<file path="src/rtl/coef_loader.sv">
// Serial coefficient-table loader: packs six bytes per 48-bit word, MSB first, and writes
// DEPTH words to a RAM. A trailing checksum byte is compared with the XOR of all loaded bytes.
module coef_loader #(
  parameter int DEPTH  = 2048,
  parameter int ADDR_W = 11
) (
  input  logic              Fg_CLK,
  input  logic              RESET,
  input  logic              start,
  input  logic [7:0]        byte_in,
  input  logic              byte_valid,
  output logic              byte_ready,
  output logic              wr_en,
  output logic [ADDR_W-1:0] wr_addr,
  output logic [47:0]       wr_data,
  output logic              busy,
  output logic              done,
  output logic              err
);

  typedef enum logic [1:0] {IDLE, LOAD, CHECK, DONE} state_t;

  localparam logic [ADDR_W-1:0] LAST_ADDR = ADDR_W'(DEPTH - 1);

  state_t            state, state_nxt;
  logic [ADDR_W-1:0] addr;
  logic [2:0]        byte_cnt;
  logic [7:0]        csum;
  logic [39:0]       pack;
  logic              xfer, load_xfer, check_xfer, word_end, last_word, restart;

  assign restart    = start && (state == IDLE || state == DONE);
  assign xfer       = byte_valid && byte_ready;
  assign load_xfer  = xfer && (state == LOAD);
  assign check_xfer = xfer && (state == CHECK);
  assign word_end   = load_xfer && (byte_cnt == 3'd5);
  assign last_word  = (addr == LAST_ADDR);

  always_ff @(posedge Fg_CLK or posedge RESET) begin
    if (RESET) state <= IDLE;
    else       state <= state_nxt;
  end

  always_comb begin
    state_nxt = state;
    case (state)
      IDLE:    if (start) state_nxt = LOAD;
      LOAD:    if (word_end && last_word) state_nxt = CHECK;
      CHECK:   if (check_xfer) state_nxt = DONE;
      DONE:    if (start) state_nxt = LOAD;
      default: state_nxt = IDLE;
    endcase
  end

  always_comb begin
    byte_ready = (state == LOAD) || (state == CHECK);
    busy       = (state == LOAD) || (state == CHECK);
    done       = (state == DONE);
  end

  // Partial bytes collect in pack; wr_data/wr_addr only move on a write, so they stay stable between strobes.
  always_ff @(posedge Fg_CLK or posedge RESET) begin
    if (RESET) begin
      addr     <= '0;
      byte_cnt <= '0;
      csum     <= '0;
      pack     <= '0;
      err      <= 1'b0;
      wr_en    <= 1'b0;
      wr_addr  <= '0;
      wr_data  <= '0;
    end else begin
      wr_en <= 1'b0;
      if (restart) begin
        addr     <= '0;
        byte_cnt <= '0;
        csum     <= '0;
        err      <= 1'b0;
      end else if (load_xfer) begin
        csum <= csum ^ byte_in;
        if (word_end) begin
          byte_cnt <= '0;
          wr_en    <= 1'b1;
          wr_addr  <= addr;
          wr_data  <= {pack, byte_in};
          if (!last_word) addr <= addr + ADDR_W'(1);
        end else begin
          byte_cnt <= byte_cnt + 3'd1;
          pack     <= {pack[31:0], byte_in};
        end
      end else if (check_xfer) begin
        err <= (byte_in != csum);
      end
    end
  end

endmodule

</file>
<file path="config.mk">
export PLATFORM = sky130hd
export DESIGN_NAME = coef_loader
export DESIGN_NICKNAME = d
export VERILOG_FILES = /design/src/rtl/coef_loader.sv
export SDC_FILE = /design/constraint.sdc
export NUM_CORES = 1
export LEC_CHECK = 0
export ABC_AREA = 1
export BUFFER_PORTS_ARGS = -buffer_cell sky130_fd_sc_hd__buf_4
export CORE_MARGIN = 2
export CORE_UTILIZATION = 37
export DETAILED_ROUTE_END_ITERATION = 8
export SLEW_MARGIN = 20
export SYNTH_ARGS = -nofsm -noshare
export SYNTH_HDL_FRONTEND = slang
export SYNTH_SLANG_ARGS = --single-unit
</file>
<file path="constraint.sdc">
create_clock -name Fg_CLK -period 3.9 [get_ports Fg_CLK]
set_input_delay 0.585 -clock Fg_CLK [delete_from_list [all_inputs] [get_ports Fg_CLK]]
set_output_delay 0.585 -clock Fg_CLK [all_outputs]
set_load 0.01 [all_outputs]
</file>
==> qor.yml <==
place:
  gp_congestion: 0.7677
  portBuffers: 75
  placedCellCount: 792
  dp_hpwl_um: 7192
sta:
  finalSetupViolCount: 0
  final.setup_skew_ns: 0.009809
  worst_slew_pin_slew_ns: 0.7484
  tns_ns: 0
  period_needed_ns: 2.584
  slew_headroom_pct: 50.00
  period_share_pct: 66.26
  rsz0062_at_grt: "false"
  finalHoldViolations: 0
  slew_violations: 0
  fmax_mhz: 386.9
pwr:
  peakVddDrop_mv: 0.3285
  powerDensity_nw_per_um2: 715.1
  p_comb_share_pct: 24.2
  switching_share_pct: 31.23
  leakagePower_nw: 3.289
  p_sw_mw: 1.437
  p_clk_share_pct: 34.0
  p_int_mw: 3.165
  p_seq_share_pct: 41.8
clocking:
  cts_buffers: 17
  cts_root_buf: "clkbuf_16"
  h-tree-depth: 4
  cts_buffer_depth: 2
  cts_setup_buffers: 0
  clk-insertion-delay-late_ns: 0.42
  postCtsHoldBufs: 0
  cts_resized: 0
  cts.sinks: 125
  path_clk_slew_ns: 0.06
  cts_tree: "yes"
floorplanning:
  io_pins: 76
  rows: 43
  coreArea_um2: 13720
  die_w_um: 122.0
  start_util_pct: 37.56
  die_y_um: 122.0
  design.die.area_um2: 14890
routing:
  drt-total-wl_um: 10690
  firstDrtPassIters: 8
  drt_iter0_drc: 335
  vias: 3773
  routedWlPerCell_um: 12.99
  drc_errors: 0
  ant_nets: 0
  viasPerCell: 4.584
layout:
  fill_cells: 1320
  drive_gt1_share_pct: 18.20
  multi_input_area_um2: 1624
  layoutNonFillerInstCount: 823
  nets: 649
  antenna_cells: 0
  regArea_um2: 3128
  area_growth_pct: 24.89
critical_path:
  critical-path-top-delay-family: "buffers and inverters"
  cp_max_fo: 62
  criticalPathCategory: "flip-flop to flip-flop"
  worstPathArrival_ns: 2.92
  critPathMaxStageDelay_ns: 0.55
  path_buf_inv: 4
  critPathLaunchType: "flip-flop"
  cp-end-kind: "flip-flop"
  required_ns: 4.23
  cpMaxStageDelayCell: "inv_2"
  crit_chain: "inv_1 > ha_1 > nand2_1 > inv_2 > nor2_8 > inv_2 > buf_12 > nand2_1 > o21ai_1"
synthesis:
  synth_area_leaders: "dfrtp_1 (61%), nand2_1 (13%), o21ai_0 (5.8%)"
  synth_enable_flop_cells: 0
  synthFlopType: "dfrtp_1"
  async_reset_ff_share_pct: 100.0
  synthesis.area_um2: 5152
  ys_seq_area_share_pct: 60.71
  synth_top_area_cell: "dfrtp_1"
  yosysMostFrequentCell: "nand2_1"
  ys_types: 26
  syn_area_per_cell_um2: 9.250
  synth_common_cells: "nand2_1 (178), dfrtp_1 (125), inv_1 (62), o21ai_0 (60), o21ai_1 (43)"
  yosysWarnings: 0
  synth_top_area_share_pct: 60.71
  synth-seq-cells: 125
  synth_nets: 575
  syn_inst: 557
global_route:
  antenna_found_initial: 0
  grt_pass1_vias: 3694
  track_usage_pct: 15.69
  grt_max_degree: 71
  grt_overflow: 0
  grt_pass1_wl_um: 18020
job:
  drv_cap: 0
worst_hold_path:
  hold_path_class: "input pin to async pin"
outcome:
  status: "finished clean"
[kinds of logic after synthesis]
group	count (synthesis)	share of synthesized area, %
flip-flops	125	60.71
XOR/XNOR	13	2.210
buffers and inverters	90	7.819
AO/OA/AOI/OAI	109	10.78
AND/OR/NAND/NOR	214	17.02
adder cells (fa/ha/maj)	6	1.457
[state kept, by name (all words and copies together) (netlist names)]
register	cells
wr_data	48
wr_addr	11
wr_en	1
addr	11
byte_cnt	3
state	2
csum	8
pack	40
err	1
[path summary, 6_finish.rpt]
path                        startpoint     endpoint  slack, ns  cells past startpoint
max                           state[0]  wr_data[29]       1.32                      9
min                              RESET   wr_data[5]       0.30                      2
max reg2reg                   state[0]  wr_data[29]       1.32                      9
min reg2reg                wr_data[44]  wr_data[44]       0.47                      2
max in group asynchronous        RESET  wr_data[43]       2.81                      3
min in group Fg_CLK         byte_in[4]   wr_data[4]       0.46                      3
[area by class of cell]
class,instances,share of cell area [%]
clock buffer,25,7.855
timing repair buffer,79,9.605
clock inverter,6,1.283
multi-input combinational,342,25.24
tap,180,3.500
inverter,66,3.908
sequential,125,48.61
[power groups by stage]
stage               combinational, mW  sequential [mW]  clock [mW]
global route                     1.29             1.98        1.65
detailed placement               1.13             1.94           0
finish                           1.11             1.92        1.56
floorplan                       0.662             1.95           0
CTS                              1.14             1.93        1.60
global placement                 1.10             1.94           0
[per-layer routing]
| layer | GRT usage (%) | share of wire (%) |
|---|---|---|
| met3 | 4.307 | 4.4 |
| met1 | 21.74 | 48 |
| met2 | 23.15 | 46 |
| met5 | 0 | 0 |
| met4 | 6.825 | 1.3 |
[per-stage QoR]
stage / power [mW] / area [µm²] / hold WS [ns] / setup WS [ns] / util, %
floorplan: 2.610 / 5156 / 0.4492 / 1.776 / -
global placement: 3.031 / 5847 / 0.4583 / 1.420 / 42.62
detailed placement: 3.074 / 5847 / 0.4616 / 1.344 / 42.62
CTS: 4.661 / 6435 / 0.3071 / 1.307 / 46.90
global route: 4.915 / 6435 / 0.3553 / 1.017 / 46.90
finish: 4.602 / 6435 / 0.3001 / 1.316 / 46.90
[cell usage in the layout (no fill, tap or decap), types with 3 or more instances in the layout]
master / n
xnor2_1: 7
nand3_1: 9
inv_2: 3
nand2_1: 177
clkinv_2: 3
xor2_1: 6
buf_4: 77
ha_1: 6
o21ai_1: 43
nor2_1: 17
inv_1: 61
clkbuf_16: 17
o21ai_0: 60
clkbuf_1: 3
dfrtp_1: 125
nand4_1: 5
clkbuf_8: 5
Note: power is estimated with default switching activity, not from simulation.
